[src/rtl/rv_pipe_defs.sv]
// rv_pipe_defs: shared pipeline definitions (data width, register index width, result-select codes).
package rv_pipe_defs;

    localparam int XLEN      = 32;
    localparam int REG_IDX_W = 5;

    localparam logic [1:0] RES_SRC_ALU = 2'b00;
    localparam logic [1:0] RES_SRC_MEM = 2'b01;
    localparam logic [1:0] RES_SRC_PC4 = 2'b10;

endpackage

[src/rtl/regfile_array.sv]
// regfile_array: integer register storage with async reset, x0 masking and two combinational read ports.
// Optional write-first bypass enabled by the WB_REGFILE_BYPASS_EN macro.
`default_nettype none

module regfile_array #(
    parameter  int XLEN  = 32,
    parameter  int NREG  = 32,
    localparam int IDX_W = $clog2(NREG)
) (
    input  logic             clk,
    input  logic             rst_n,
    input  logic             we,
    input  logic [IDX_W-1:0] waddr,
    input  logic [XLEN-1:0]  wdata,
    input  logic [IDX_W-1:0] raddr1,
    input  logic [IDX_W-1:0] raddr2,
    output logic [XLEN-1:0]  rdata1,
    output logic [XLEN-1:0]  rdata2
);

    logic [XLEN-1:0] regs [NREG];
    logic            hit1;
    logic            hit2;

    // Entry 0 is never written (we excludes it) and is masked on read, so it folds to a constant.
    always_ff @(posedge clk or negedge rst_n) begin
        if (!rst_n) begin
            for (int i = 0; i < NREG; i++) begin
                regs[i] <= '0;
            end
        end else if (we) begin
            regs[waddr] <= wdata;
        end
    end

`ifdef WB_REGFILE_BYPASS_EN
    assign hit1 = we && (raddr1 == waddr);
    assign hit2 = we && (raddr2 == waddr);
`else
    assign hit1 = 1'b0;
    assign hit2 = 1'b0;
`endif

    assign rdata1 = (raddr1 == '0) ? '0 : (hit1 ? wdata : regs[raddr1]);
    assign rdata2 = (raddr2 == '0) ? '0 : (hit2 ? wdata : regs[raddr2]);

endmodule

`default_nettype wire

[src/rtl/wb_regfile.sv]
// wb_regfile: write-back result mux, register-file commit and 64-bit retired-instruction counter.
// Macro WB_REGFILE_BYPASS_EN selects write-first read bypass; undefined gives read-old behaviour.
`default_nettype none

module wb_regfile #(
    parameter int XLEN  = 32,
    parameter int NREG  = 32,
    parameter int CNT_W = 64
) (
    input  logic                             i_clk,
    input  logic                             i_rst_n,
    input  logic                             i_clk_en,
    input  logic [XLEN-1:0]                  i_alu_out_w,
    input  logic [XLEN-1:0]                  i_mem_out_w,
    input  logic [XLEN-1:0]                  i_pc_p4_w,
    input  logic [rv_pipe_defs::REG_IDX_W-1:0] i_rd_w,
    input  logic                             i_reg_wr_w,
    input  logic [1:0]                       i_result_src_w,
    input  logic                             i_valid_w,
    input  logic [rv_pipe_defs::REG_IDX_W-1:0] i_rs1_d,
    input  logic [rv_pipe_defs::REG_IDX_W-1:0] i_rs2_d,
    output logic [XLEN-1:0]                  o_rd1_d,
    output logic [XLEN-1:0]                  o_rd2_d,
    output logic [XLEN-1:0]                  o_result_w,
    output logic [CNT_W-1:0]                 o_instret
);

    import rv_pipe_defs::*;

    localparam int IDX_W = $clog2(NREG);

    logic             we;
    logic [CNT_W-1:0] instret;

    always_comb begin
        o_result_w = i_alu_out_w;
        case (i_result_src_w)
            RES_SRC_MEM: o_result_w = i_mem_out_w;
            RES_SRC_PC4: o_result_w = i_pc_p4_w;
            default:     o_result_w = i_alu_out_w;
        endcase
    end

    assign we = i_clk_en & i_reg_wr_w & (i_rd_w != '0);

    regfile_array #(
        .XLEN (XLEN),
        .NREG (NREG)
    ) u_regfile_array (
        .clk    (i_clk),
        .rst_n  (i_rst_n),
        .we     (we),
        .waddr  (i_rd_w[IDX_W-1:0]),
        .wdata  (o_result_w),
        .raddr1 (i_rs1_d[IDX_W-1:0]),
        .raddr2 (i_rs2_d[IDX_W-1:0]),
        .rdata1 (o_rd1_d),
        .rdata2 (o_rd2_d)
    );

    // Retirement is independent of reg_wr so stores and branches are counted; wraps silently.
    always_ff @(posedge i_clk or negedge i_rst_n) begin
        if (!i_rst_n) begin
            instret <= '0;
        end else if (i_clk_en && i_valid_w) begin
            instret <= instret + CNT_W'(1);
        end
    end

    assign o_instret = instret;

endmodule

`default_nettype wire

[config.mk]
export PLATFORM = sky130hd
export DESIGN_NAME = wb_regfile
export DESIGN_NICKNAME = d
export VERILOG_FILES = /design/src/rtl/rv_pipe_defs.sv /design/src/rtl/regfile_array.sv /design/src/rtl/wb_regfile.sv
export SDC_FILE = /design/constraint.sdc
export NUM_CORES = 2
export LEC_CHECK = 0
export ABC_CLOCK_PERIOD_IN_PS = 3500
export CORE_MARGIN = 8
export CORE_UTILIZATION = 40
export DETAILED_ROUTE_END_ITERATION = 10
export SETUP_SLACK_MARGIN = 0.15
export SLEW_MARGIN = 20
export SYNTH_ARGS = -nofsm -noshare
export SYNTH_HDL_FRONTEND = slang
export SYNTH_HIERARCHICAL = 1
export SYNTH_SLANG_ARGS = --single-unit
[constraint.sdc]
create_clock -name i_clk -period 3.5 [get_ports i_clk]
set_input_delay 0.7 -clock i_clk [delete_from_list [all_inputs] [get_ports i_clk]]
set_output_delay 0.7 -clock i_clk [all_outputs]
set_load 0.1 [all_outputs]
## After elaboration in Yosys (flattened, before gate mapping)

Cells that the tools add are included.

| storage, ports and cells | value |
|---|---|
| bits in registers | 1088 |
| input port bits | 118 |
| output and inout bits | 160 |
| word-level logic and storage cells | 62 |

| cells by class | value |
|---|---|
| add/sub/neg operators | 1 |
| $lt $le $gt $ge | 4 |
| eq/ne operators | 2 |
| mux-type cells | 12 |
| bitwise logic cells | 5 |
| reduce and logical (&&, ||, !) cells | 5 |

Operators with widths:

| operator | count |
|---|---|
| 1024-bit bitwise mux | 1 |
| 32-bit binary-select mux with 5-bit select | 2 |
| 32-bit 2-to-1 mux | 7 |
| 32-bit demux with 5-bit select | 1 |
| 64-bit by 1-bit adder with 64-bit output (second input constant) | 1 |
| 32-bit one-hot mux with 2 select lines | 1 |
| 6-bit >= comparator (second input constant) | 3 |
| 5-bit NOT with 6-bit output | 3 |
| 5-bit zero test | 2 |
| 6-bit by 1-bit less-than comparator with 1-bit output (second input constant) | 1 |
| 5-bit nonzero test | 1 |
| 1-bit bitwise AND | 2 |
| 2-bit by 1-bit equality test with 1-bit output (second input constant) | 1 |
| 2-bit equality test (second input constant) | 1 |
| 1-bit logical AND | 2 |

## Longest topological paths before layout

| depth | value |
|---|---|
| depth in word-level cells | 6 |
| gate-level depth with buffers | 9 |
| depth with buffers taken out | 6 |

## By module

Netlist, hierarchy kept.

By module, submodules not included:

| module | instances | cells each | area each (um2) | seq. area each (um2) |
|---|---|---|---|---|
| regfile_array | 1 | 3521 | 54233.3 | 25624.6 |
| wb_regfile | 1 | 395 | 3629.7 | 1601.5 |

## Least setup slack after synthesis

No wires, ideal clock.

| timing path | value |
|---|---|
| path type | in2out |
| start point | input port i_rs2_d[2] (netlist name) |
| end point | output port o_rd2_d[23] |
| arrival | 5.103 ns |
| data required time | 2.800 ns |
| slack | -2.303 ns |
| cell stages on the path | 7 |
| buffers on the path | 3 |
| cell sequence | buf_2 or3_1 clkbuf_1 clkbuf_1 o221ai_1 a221oi_1 a2111oi_1 |

| on the way | value |
|---|---|
| cells in the longest elaborated chain, start to end | 5 |
| elaborated cells on any way between the ends | 6 |
| those cells by class | mux (4); bitwise (1); reduce/logical (1) |

Ends and longest elaborated chain:

| element | RTL line | text |
|---|---|---|
| from (decl) | wb_regfile.sv:21 | `input logic [rv_pipe_defs::REG_IDX_W-1:0] i_rs2_d,` |
| 5-bit NOT with 6-bit output (implied by the code) | regfile_array.sv:45 | `assign rdata2 = (raddr2 == '0) ? '0 : (hit2 ? wdata : regs[raddr2]);` |
| 32-bit binary-select mux with 5-bit select | regfile_array.sv:45 |  |
| 32-bit 2-to-1 mux (implied by the code) (2 in series) | regfile_array.sv:45 |  |
| 32-bit 2-to-1 mux (*) | regfile_array.sv:45 |  |
| to (decl) | wb_regfile.sv:23 | `output logic [XLEN-1:0] o_rd2_d,` |

Mark *: on every way between the ends. The rest lies on a longest branch, timed or not. The select of a mux whose other input is x is not followed.

## Final worst setup path

| timing path | value |
|---|---|
| start point | input port i_rs1_d[1] (netlist name) |
| end point | output port o_rd1_d[5] |

| on the way | value |
|---|---|
| cells in the longest elaborated chain, start to end | 5 |
| elaborated cells on any way between the ends | 6 |
| those cells by class | mux (4); bitwise (1); reduce/logical (1) |

Ends and longest elaborated chain:

| element | RTL line | text |
|---|---|---|
| from (decl) | wb_regfile.sv:20 | `input logic [rv_pipe_defs::REG_IDX_W-1:0] i_rs1_d,` |
| 5-bit NOT with 6-bit output (implied by the code) | regfile_array.sv:44 | `assign rdata1 = (raddr1 == '0) ? '0 : (hit1 ? wdata : regs[raddr1]);` |
| 32-bit binary-select mux with 5-bit select | regfile_array.sv:44 |  |
| 32-bit 2-to-1 mux (implied by the code) (2 in series) | regfile_array.sv:44 |  |
| 32-bit 2-to-1 mux (*) | regfile_array.sv:44 |  |
| to (decl) | wb_regfile.sv:22 | `output logic [XLEN-1:0] o_rd1_d,` |

Marked as above.

==> impl_metrics.toml <==
[status]
status = "finished with violations"
violations = "setup timing"

[worst_setup_path]
rrSetupSlack_ns = 1.31
cp_max_fo = 7
crit_arrival_ns = 2.82
crit_type = "in2out"
cp-start-kind = "primary input"
r2r_cells = 5
end_kind = "primary output"
reg2reg_to = "o_instret[59]"
r2r_start = "o_instret[27]"
required_ns = 2.80

[drt]
drt_first_pass_iters = 5
drc = 0
vias_per_cell = 6.22
final_antenna_net_count = 0
vias = 40500
wire_per_inst_um = 32.2
drt-total-wl_um = 210000
drt_iter0_drc = 3430

[timing]
fmax_mhz = 284
fin_ws_ns = -0.0218
worst_pin_slew_ns = 1.09
finalMaxSlewViolations = 0
final.min_clock_period_ns = 3.52
maxSlewHeadroom = 0.270
setup-tns-final_ns = -0.0218
final_hold_viol_count = 0
fin_worst_skew_ns = 0.0162
rsz0062_at_grt = "true"
fin_crit_sh = 1.01
setup_viol = 1

[die]
core_sq_um = 144000
die_w_um = 396
pin_count = 278
initial_core_util = 0.403
fp.dieH_um = 396
dieArea_sq_um = 157000
rows = 139

[clock_network]
clock_sinks = 1088
clk_latency_ns = 0.74
h-tree-depth = 3
cts_buffers = 117
root_buffer = "clkbuf_16"
cts_tree = "yes"
cts_buffer_depth = 3
clk_pin_slew_ns = 0.06

[finish]
syn_to_final_growth_pct = 30.8
drive_above_1_share = 0.602
fillers = 11800
final_util = 0.527
nNetsFinal = 4625

[power_and_ir_drop]
ir_drop_mv = 0.429
powerDensity_nw_per_um2 = 489
power_leakage_nw = 33.7

[global_route]
met1_usage = 0.360
grt_pass1_wl_um = 304000
top_usage_layer = "met2"
grt_util_met3 = 0.0572
grt_remaining_overflow = 0
grt_usage = 0.261
antenna_found_initial = 2
grt_max_degree = 103
use_met2 = 0.405
grt_pass1_vias = 41700

[min_path]
hp-start = "o_instret[63]"
worstHoldPathType = "reg2reg"
hold_depth = 1
holdPathEnd = "o_instret[63]"

[logic_synthesis]
syn_nets = 4037
synth_edf_count = 0
synth_ff_type = "dfrtp_1"
ys_ff_latch = 1088
syn_area_sq_um = 57900
synth_cell_type_count = 57
ys_warn_count = 6
synth.avg_cell_area_sq_um = 14.8
async_flop_share = 1.00
netlist_instances = 3916
ys_seq_area_frac = 0.471

[job]
drv_cap = 0

[place]
port_buffers = 277
gp_congestion = 0.860
hpwl_um = 137000
## flip-flops by register name, indices dropped and copies added, names as in the netlist
| name | flops |
|---|---|
| u_regfile_array/regs | 1024 |
| o_instret | 64 |
## timing repair
| item | in CTS | in global routing |
|---|---|---|
| hold buffers | 1 | 0 |
| cloned | 14 | 7 |
| buffers inserted | 61 | 64 |
| pin swaps | 51 | 71 |
| setup endpoints to repair | 64 | 61 |
| gates resized for setup | 180 | 113 |
| endpoints found under the hold margin | 25 | 0 |
## critical path, stage by stage
cell and delay, ns:
buf_16 0.15, buf_16 0.17, buf_12 0.12, buf_6 0.10
mux4_2 0.49, mux4_2 0.55, o22ai_1 0.14, buf_4 0.15
nor3_4 0.04, buf_12 0.17
## kinds of logic (layout without fill, tap and decap cells)
family,count (synthesis),in the layout,share of synthesized area
simple gates,332,334,0.0302
mux,1680,1680,0.413
other cells,0,1,0
flops,1088,1088,0.471
fa+ha+maj,3,3,0.000649
compound gates,335,335,0.0431
xor+xnor,63,63,0.00954
buf+inv,415,1102,0.0329
## cell usage in the layout (no fill, tap or decap), types with 44 or more instances in the layout
master and count:
mux2i_1 156, nand2_1 65, clkbuf_16 127, mux2_2 1051, buf_12 239, buf_4 419
dfrtp_1 1088, nor3_4 52, a22oi_1 44, mux4_2 461, clkdlybuf4s50_1 117, a22o_1 51
o22ai_1 46
## layer usage
layer / wire [um] / share of wire / vias up
li1: - / - / 16500
met1: 88000 / 0.42 / 21900
met2: 96100 / 0.46 / 1752
met3: 16700 / 0.080 / 431
met4: 8920 / 0.043 / 0
met5: 0 / 0 / -
## power by group
| part | internal (W) | switching (W) | leakage (nW) | total [W] |
|---|---|---|---|---|
| sequential | 0.0140 | 0.00113 | 14.7 | 0.0151 |
| combinational | 0.00424 | 0.00444 | 17.0 | 0.00868 |
| clock | 0.00773 | 0.00545 | 2.01 | 0.0132 |
## worst max path at each step
stage | from | end | slack, ns
6_report | i_rs1_d[1] | o_rd1_d[5] | -0.02
5_1_grt | i_rs1_d[1] | o_rd1_d[5] | -0.03
4_1_cts | u_regfile_array/regs[522] | o_rd2_d[10] | 0.03
3_5_place_dp | i_rs2_d[3] | o_rd2_d[10] | -0.40
3_3_place_gp | i_rs2_d[3] | o_rd2_d[10] | -0.43
2_1_floorplan | i_result_src_w[0] | o_result_w[17] | -0.1
## layout make-up
type                            count  area (sq um)  share of cell area
Timing Repair Buffer              867         10800               0.143
Clock inverter                     59           682             0.00901
Clock buffer                      161          3400              0.0449
Sequential cell                  1088         27200               0.360
Inverter                           15          56.3            0.000744
Tap cell                         1903          2380              0.0315
Multi-Input combinational cell   2415         31200               0.412
Antenna cell                        1          2.50           0.0000331
## synthesized netlist by cell type (48+ instances only)
library cell / n / area share
mux2i_1: 165 / 0.029
nor2_1: 52 / 0.0034
buf_2: 93 / 0.0080
mux2_2: 1054 / 0.21
a22o_1: 54 / 0.0082
mux4_2: 461 / 0.18
clkbuf_1: 200 / 0.013
dfrtp_1: 1088 / 0.47
o22ai_1: 77 / 0.0083
buf_1: 58 / 0.0038
nor3_1: 64 / 0.0055
a22oi_1: 48 / 0.0062
nand2_1: 81 / 0.0053
## stage by stage
| step | instances | setup WS [ns] | instance area [sq um] | total power [W] | hold WS [ns] |
|---|---|---|---|---|---|
| after CTS | 6437 | 0.0295 | 74400 | 0.0370 | 0.481 |
| after global placement | 6141 | -0.429 | 68400 | 0.0232 | 0.457 |
| after detailed placement | 6141 | -0.403 | 68400 | 0.0234 | 0.473 |
| after global routing | 6508 | -0.0318 | 75700 | 0.0383 | 0.491 |
| after floorplan | 3916 | -0.0956 | 59100 | 0.0202 | 0.404 |
| final | 6509 | -0.0218 | 75700 | 0.0370 | 0.477 |
Power figures use the tool's default switching activity.
